[config.mk]
export PLATFORM = sky130hd
export DESIGN_NAME = peri_timer_slave
export DESIGN_NICKNAME = d
export VERILOG_FILES = /design/src/rtl/peri_timer_slave.sv
export SDC_FILE = /design/constraint.sdc
export NUM_CORES = 1
export LEC_CHECK = 0
export ABC_AREA = 1
export BUFFER_PORTS_ARGS = -buffer_cell sky130_fd_sc_hd__buf_4
export CAP_MARGIN = 5
export CORE_MARGIN = 4
export CORE_UTILIZATION = 60
export DETAILED_ROUTE_END_ITERATION = 8
export PLACE_DENSITY = 0.84
export SLEW_MARGIN = 20
export SYNTH_ARGS = -nofsm -noshare
export SYNTH_HDL_FRONTEND = slang
export SYNTH_SLANG_ARGS = --single-unit
[constraint.sdc]
create_clock -name clk -period 18 [get_ports clk]
set_clock_uncertainty 0.15 [all_clocks]
set_input_delay 1.8 -clock clk [delete_from_list [all_inputs] [get_ports clk]]
set_output_delay 1.8 -clock clk [all_outputs]
set_load 0.005 [all_outputs]
[src/rtl/peri_timer_slave.sv]
// Peri-bus timer responder: 64-bit prescaled mtime, 64-bit mtimecmp and a level
// timer interrupt. Single-cycle read/write response, never stalls.
module peri_timer_slave #(
    parameter int unsigned PRESCALE_W = 16
) (
    input  logic        clk,
    input  logic        rst,
    input  logic        peri_req,
    input  logic [31:0] peri_addr,
    input  logic        peri_write,
    input  logic [3:0]  peri_be,
    input  logic [31:0] peri_wdata,
    output logic        peri_gnt,
    output logic        peri_rvalid,
    output logic [31:0] peri_rdata,
    output logic        irq_timer_o
);

    localparam logic [2:0] IdxCtrl     = 3'd0;
    localparam logic [2:0] IdxPrescale = 3'd1;
    localparam logic [2:0] IdxMtimeLo  = 3'd2;
    localparam logic [2:0] IdxMtimeHi  = 3'd3;
    localparam logic [2:0] IdxCmpLo    = 3'd4;
    localparam logic [2:0] IdxCmpHi    = 3'd5;
    localparam logic [2:0] IdxStatus   = 3'd6;

    logic [1:0]            ctrl_q, ctrl_d;
    logic [PRESCALE_W-1:0] prescale_q, prescale_d;
    logic [PRESCALE_W-1:0] pcnt_q, pcnt_d;
    logic [63:0]           mtime_q, mtime_d;
    logic [63:0]           mtimecmp_q, mtimecmp_d;
    logic [31:0]           shadow_hi_q, shadow_hi_d;
    logic                  rvalid_q;
    logic [31:0]           rdata_q, rdata_d;
    logic                  irq_q, irq_d;

    logic [2:0]  idx;
    logic        hit;
    logic        wr_en;
    logic        rd_en;
    logic        tick;
    logic        status;
    logic [31:0] prescale_ext;
    logic [31:0] ctrl_wr;
    logic [31:0] prescale_wr;

    // Replace only the byte lanes selected by be.
    function automatic logic [31:0] merge_bytes(input logic [31:0] old_val,
                                                input logic [31:0] wdata,
                                                input logic [3:0]  be);
        logic [31:0] res;
        res = old_val;
        for (int i = 0; i < 4; i++) begin
            if (be[i]) res[8*i +: 8] = wdata[8*i +: 8];
        end
        return res;
    endfunction

    assign peri_gnt     = peri_req;
    assign peri_rvalid  = rvalid_q;
    assign peri_rdata   = rdata_q;
    assign irq_timer_o  = irq_q;

    assign idx          = peri_addr[4:2];
    assign hit          = (peri_addr[1:0] == 2'b00) && (peri_addr[11:5] == 7'd0) && (idx != 3'd7);
    // be == 0 is a true no-op: it neither writes nor clears the prescaler
    assign wr_en        = peri_req && peri_write && hit && (peri_be != 4'b0000);
    assign rd_en        = peri_req && !peri_write && hit;
    assign tick         = ctrl_q[0] && (pcnt_q == prescale_q);
    assign status       = (mtime_q >= mtimecmp_q);
    assign prescale_ext = 32'(prescale_q);
    assign ctrl_wr      = merge_bytes({30'd0, ctrl_q}, peri_wdata, peri_be);
    assign prescale_wr  = merge_bytes(prescale_ext, peri_wdata, peri_be);

    // Next-state for registers, prescaler, mtime and the response path
    always_comb begin
        ctrl_d      = ctrl_q;
        prescale_d  = prescale_q;
        pcnt_d      = pcnt_q;
        mtime_d     = mtime_q;
        mtimecmp_d  = mtimecmp_q;
        shadow_hi_d = shadow_hi_q;
        rdata_d     = 32'd0;
        irq_d       = ctrl_q[1] && status;

        if (ctrl_q[0]) begin
            pcnt_d = tick ? '0 : pcnt_q + PRESCALE_W'(1);
        end

        // A write to either mtime half wins over a same-cycle tick
        if (wr_en && (idx == IdxMtimeLo || idx == IdxMtimeHi)) begin
            if (idx == IdxMtimeLo) mtime_d[31:0]  = merge_bytes(mtime_q[31:0], peri_wdata, peri_be);
            if (idx == IdxMtimeHi) mtime_d[63:32] = merge_bytes(mtime_q[63:32], peri_wdata, peri_be);
        end else if (tick) begin
            mtime_d = mtime_q + 64'd1;
        end

        if (wr_en) begin
            case (idx)
                IdxCtrl: begin
                    ctrl_d = ctrl_wr[1:0];
                    pcnt_d = '0;
                end
                IdxPrescale: begin
                    prescale_d = prescale_wr[PRESCALE_W-1:0];
                    pcnt_d     = '0;
                end
                IdxCmpLo: mtimecmp_d[31:0]  = merge_bytes(mtimecmp_q[31:0], peri_wdata, peri_be);
                IdxCmpHi: mtimecmp_d[63:32] = merge_bytes(mtimecmp_q[63:32], peri_wdata, peri_be);
                default: ;
            endcase
        end

        if (rd_en) begin
            case (idx)
                IdxCtrl:     rdata_d = {30'd0, ctrl_q};
                IdxPrescale: rdata_d = prescale_ext;
                IdxMtimeLo: begin
                    rdata_d     = mtime_q[31:0];
                    shadow_hi_d = mtime_q[63:32];
                end
                IdxMtimeHi:  rdata_d = shadow_hi_q;
                IdxCmpLo:    rdata_d = mtimecmp_q[31:0];
                IdxCmpHi:    rdata_d = mtimecmp_q[63:32];
                IdxStatus:   rdata_d = {31'd0, status};
                default:     rdata_d = 32'd0;
            endcase
        end
    end

    // State registers; reset also drops any pending response
    always_ff @(posedge clk or posedge rst) begin
        if (rst) begin
            ctrl_q      <= 2'd0;
            prescale_q  <= '0;
            pcnt_q      <= '0;
            mtime_q     <= 64'd0;
            mtimecmp_q  <= 64'hFFFF_FFFF_FFFF_FFFF;
            shadow_hi_q <= 32'd0;
            rvalid_q    <= 1'b0;
            rdata_q     <= 32'd0;
            irq_q       <= 1'b0;
        end else begin
            ctrl_q      <= ctrl_d;
            prescale_q  <= prescale_d;
            pcnt_q      <= pcnt_d;
            mtime_q     <= mtime_d;
            mtimecmp_q  <= mtimecmp_d;
            shadow_hi_q <= shadow_hi_d;
            rvalid_q    <= peri_req;
            rdata_q     <= rdata_d;
            irq_q       <= irq_d;
        end
    end

endmodule

; ---- Word level (Yosys, flattened, before mapping)
; Index checks and enable logic that the tools add are counted.
[totals]
ff_bits = 228
in_bits = 72
output_inout_bits = 35
word_cells = 93
[op_classes]
add_sub_neg = 2
order_cmp = 1
eq_ne = 14
n_mux = 14
reduce_logical = 38
[ops]
columns = operator, n
row1 = $pmux W32 S7, 1
row2 = $mux W64, 2
row3 = $mux W32, 3
row4 = $add A64 B1 Y64 const B, 1
row5 = $ge A64 B64 Y1, 1
row6 = $mux W16, 4
row7 = $reduce_and A3 Y1, 19
row8 = $mux W8, 4
row9 = $add A16 B1 Y16 const B, 1
row10 = $eq A16 B16 Y1, 1
row11 = $ne A2 B2 Y1 const B, 6
row12 = $logic_and A1 B1 Y1, 10
row13 = $eq A3 B3 Y1 const B, 3
row14 = $logic_not A7 Y1, 1
row15 = $eq A3 B2 Y1 const B, 2
row16 = $reduce_bool A4 Y1, 1
row17 = $eq A3 B1 Y1 const B, 1
row18 = $logic_not A3 Y1, 1
row19 = $ne A3 B3 Y1 const B, 1
row20 = $logic_not A2 Y1, 1
row21 = $reduce_and A2 Y1, 1
row22 = $reduce_bool A2 Y1, 1
row23 = $reduce_or A2 Y1, 1
row24 = $logic_not A1 Y1, 1
row25 = $logic_or A1 B1 Y1, 1

; ---- Depth between registers and ports, before layout
[logic_depth]
word_depth = 8
mapped_depth = 17
ltp_nobuf = 17

; ---- Worst setup path before layout
; No wires, ideal clock.
[synth_timing]
kind = input -> output
startpoint = input peri_req
endpoint = output peri_gnt
arrival_time_ps = 1911
t_required_ps = 16050
path_slack_ps = 14139
cell_stages = 1
path_buffers = 1
cell_sequence = buf_4
[synth_rtl]
columns = element, line
row1 = "start, declared", 8  ; input logic peri_req,
row2 = "end, declared", 13  ; output logic peri_gnt,
; No word-level cell between the ends.

; ---- Worst setup path after layout
[layout_timing]
startpoint = input peri_be[1]
endpoint = register mtime_q[62]
[layout_between]
elab_chain_cells = 5
word_cells_on_any_way = 8
classes_between = eq/ne (2) / mux (1) / reduce/logical (5)
[layout_lines]
columns = element, line
row1 = "start, declared", 11  ; input logic [3:0] peri_be,
row2 = $reduce_bool A4 Y1 *, 67  ; assign wr_en = peri_req && peri_write && hit && (peri_be != 4'b0000);
row3 = $logic_and A1 B1 Y1 *, 67
row4 = $logic_and A1 B1 Y1 *, 91  ; if (wr_en && (idx == IdxMtimeLo || idx == IdxMtimeHi)) begin
row5 = $ne A2 B2 Y1 (no source line) or $reduce_bool A2 Y1 (tied branches), -
row6 = $reduce_and A3 Y1 (no source line), -
row7 = "end signal, assigned", 147  ; mtime_q <= mtime_d;
row8 = "end, declared", 30  ; logic [63:0] mtime_q, mtime_d;
; Every way passes the cells marked *; elsewhere a longest branch is shown, timed or not.
; A chain may end at the register's enable or synchronous reset.

==> reports/qor.csv <==
stage;metric;value;unit
layout;Fill cells;1996;
detailed_routing;DRC;0;
min_path;Hold Crit Class;reg2reg;
clock_tree;clock buffer depth;3;
synth;number of synthesized flops with an enable pin;0;
min_path;Hold Crit Depth;2;
synth;Syn Area/Cell;7.10;µm²
flow_run;Max-cap violations;0;
timing;Period minus WS final;4200;ps
global_route;Congestion Overflow GR;0;
layout;Area Growth Syn to Fin;12.8;%
timing;Setup-failing EPs final;0;
clock_tree;hold_buf cts;0;
setup_path;CP endpoint kind;flip-flop;
synth;synthesized area;14600;µm²
timing;final setup TNS;0;ps
clock_tree;clock sink count;228;
synth;sequential area share after synthesis;39.6;%
synth;ys flop type;dfrtp_1;
min_path;Endpoint, Worst Hold;shadow_hi_q[16];
synth;synth unique cells;49;
floorplan;full die area;26900;µm²
global_route;initial antenna violation count;0;
floorplan;initial core utilization;61.7;%
detailed_routing;vias per inst;5.88;
synth;Mapped Nets;2196;
setup_path;Arr. time, crit path;4470;ps
global_route;vias in the first global route;13800;
global_route;pin count of the biggest net entering global routing;88;
detailed_routing;WL final;49500;µm
clock_tree;setup bufs post-CTS;0;
clock_tree;CTS Root Cell;clkbuf_16;
global_route;first-pass GRT wire length;76500;µm
layout;layout cell share with drive strength beyond 1;11.8;%
detailed_routing;drt pass-1 iters;7;
floorplan;Rows;56;
setup_path;reg2reg start;mtime_q[1];
power;leak pwr;7.82;nW
layout;Antenna diodes;0;
detailed_routing;drt wl/cell;20.0;µm
placement;DP HPWL;36900;µm
clock_tree;CTS tree;done;
placement;Buffers on Ports;86;
detailed_routing;Final ANT Viol Nets;0;
floorplan;number of I/O pins;107;
global_route;Tot GR Track Use;36.8;%
timing;Worst Tran Pin Value;1010;ps
floorplan;Die W;164;µm
floorplan;Placeable Area;23700;µm²
timing;relative slew slack;32.6;%
setup_path;Worst R2R Setup Slack;15190;ps
synth;ys async rst share;100;%
setup_path;FF-to-FF path depth;11;
setup_path;worst setup path class;in2reg;
setup_path;CP max FO;54;
timing;Fin. Hold Viols;0;
setup_path;CP startpoint;peri_be[1];
power;PwrDens;76.0;nW/µm²
power;Pwr Total;1.25;mW
clock_tree;post_cts resized;0;
setup_path;Data required, critical path;18270;ps
synth;cells after synthesis;2058;
clock_tree;H-tree depth;1;
placement;GPL Wtd Cong;1.02;
detailed_routing;initial drt markers;1674;
floorplan;Die Ht;164;µm
power;maximum vdd drop;0.0000769;V
clock_tree;Clock Latency Late Sink;540;ps
clock_tree;cts bufs inserted;26;
timing;fmax;238;MHz
timing;unrepaired setup endpoints after global routing;false;
setup_path;Startpoint Class;input port;
layout;Final Net Count;2269;
setup_path;FF-to-FF End;mtime_q[26];
detailed_routing;via count;14500;
synth;synth warn;0;
clock_tree;Worst-path clk slew;60;ps
timing;max-slew violation count;0;
timing;period utilization;23.3;%
synth;Yosys reg bits;228;
run_status;status;completed;
min_path;worst hold path startpoint;shadow_hi_q[16];
[synth_stat cells, types with 2 or more instances]
cell	number	share of area, %
nor2_4	7	0.54
o21a_1	2	0.10
o22ai_1	14	0.60
a221oi_1	20	1.2
buf_6	3	0.23
nor3_1	42	1.4
xnor2_1	5	0.30
a21o_1	2	0.10
clkbuf_1	23	0.59
ha_1	66	5.7
buf_4	7	0.36
a22oi_1	2	0.10
nand3_2	5	0.34
a21oi_1	101	3.5
o21ai_0	167	5.7
nand3b_1	3	0.15
inv_2	9	0.23
buf_1	5	0.13
nand2_2	8	0.34
nor2_1	222	5.7
nor4_1	2	0.086
buf_2	12	0.41
nand3_1	79	2.7
dfrtp_1	164	28
nand4_1	39	1.7
dfstp_2	64	12
nor3_4	2	0.22
xor2_1	38	2.3
nand2_1	588	15
o21ai_4	2	0.22
nor3b_1	2	0.10
o21ai_1	14	0.48
a21boi_0	4	0.21
nor3_2	4	0.27
inv_4	2	0.086
a31oi_1	15	0.64
inv_1	302	7.8
[flip-flops by register name (all words and copies together) (netlist names)]
name         flops
mtime_q         64
mtimecmp_q      64
peri_rdata      32
shadow_hi_q     32
pcnt_q          16
prescale_q      16
ctrl_q           2
irq_timer_o      1
peri_rvalid      1
[layer usage]
layer	part of all wire, %	vias to the layer above	GRT usage, %
li1	-	6736	-
met1	41	6833	51.3
met2	45	813	58.0
met3	10	138	7.38
met4	3.9	0	12.2
met5	0	-	0
[where the power goes]
| part | switching [mW] | internal (mW) |
|---|---|---|
| combinational | 0.0652 | 0.0324 |
| clock | 0.225 | 0.396 |
| sequential | 0.0112 | 0.522 |
[layout make-up]
class	count	area, µm²	area share (%)
clock buffers	31	711	4.31
clock inverters	17	293	1.78
inverters	313	1190	7.20
multi-input cells	1466	7380	44.8
flip-flops and latches	228	5790	35.1
well taps	319	399	2.42
repair buffers	96	721	4.37
[placed cells by master, fill, tap and decap left out, types with 3 or more instances in the layout]
cell / instances
nor3_4: 3
o21ai_1: 14
nand4_1: 39
dfstp_2: 64
nand2_1: 588
a21oi_1: 101
a31oi_1: 15
nand3_1: 79
xor2_1: 38
o21ai_0: 167
clkinvlp_4: 3
nor3_1: 42
nor2_1: 222
ha_1: 66
nor3_2: 3
inv_2: 9
a221oi_1: 20
xnor2_1: 5
nand3_2: 5
buf_4: 96
inv_1: 301
bufinv_16: 8
nand2_2: 8
dfrtp_1: 164
o22ai_1: 14
nand3b_1: 3
clkinv_2: 6
a21boi_0: 4
clkbuf_16: 27
nor2_4: 7
[stage by stage]
step           worst slack [ps]  util, %  hold slack, ps  instances  cell area, µm²
6_report                  13800     69.6             338       2470           16500
5_1_grt                   13710     69.6             354       2470           16500
4_1_cts                   13960     69.6             339       2470           16500
3_5_place_dp              13420     65.4             326       2422           15500
3_3_place_gp              13460     65.4             316       2422           15500
2_1_floorplan              9910        -             303       2058           14600
[worst max-delay path: stages]
cell and delay (ps):
buf_4 130, inv_1 220, nand4_1 330, nand4_2 260, nor2_4 40, buf_4 270
inv_4 500, nand2_8 270, nand2_2 270, inv_2 130, o21ai_0 100, nand2_1 70
[worst max-delay path by stage]
stage,to,slack (ps),cells past startpoint
after detailed placement,mtime_q[62],13420,12
after global placement,mtime_q[62],13460,12
after global routing,mtime_q[52],13710,12
final,mtime_q[62],13800,12
after CTS,mtime_q[62],13960,12
after floorplan,ctrl_q[0],9910,1
[logic make-up (layout without fill, tap and decap cells)]
family	after synthesis	after routing	synth area share, %
AO/OA/AOI/OAI	345	345	12.9
XOR/XNOR	43	43	2.58
adder cells (fa/ha/maj)	66	66	5.65
buffers and inverters	364	457	9.93
flip-flops	228	228	39.6
AND/OR/NAND/NOR	1012	1012	29.3
No activity file was read; power rests on OpenSTA's default activity.
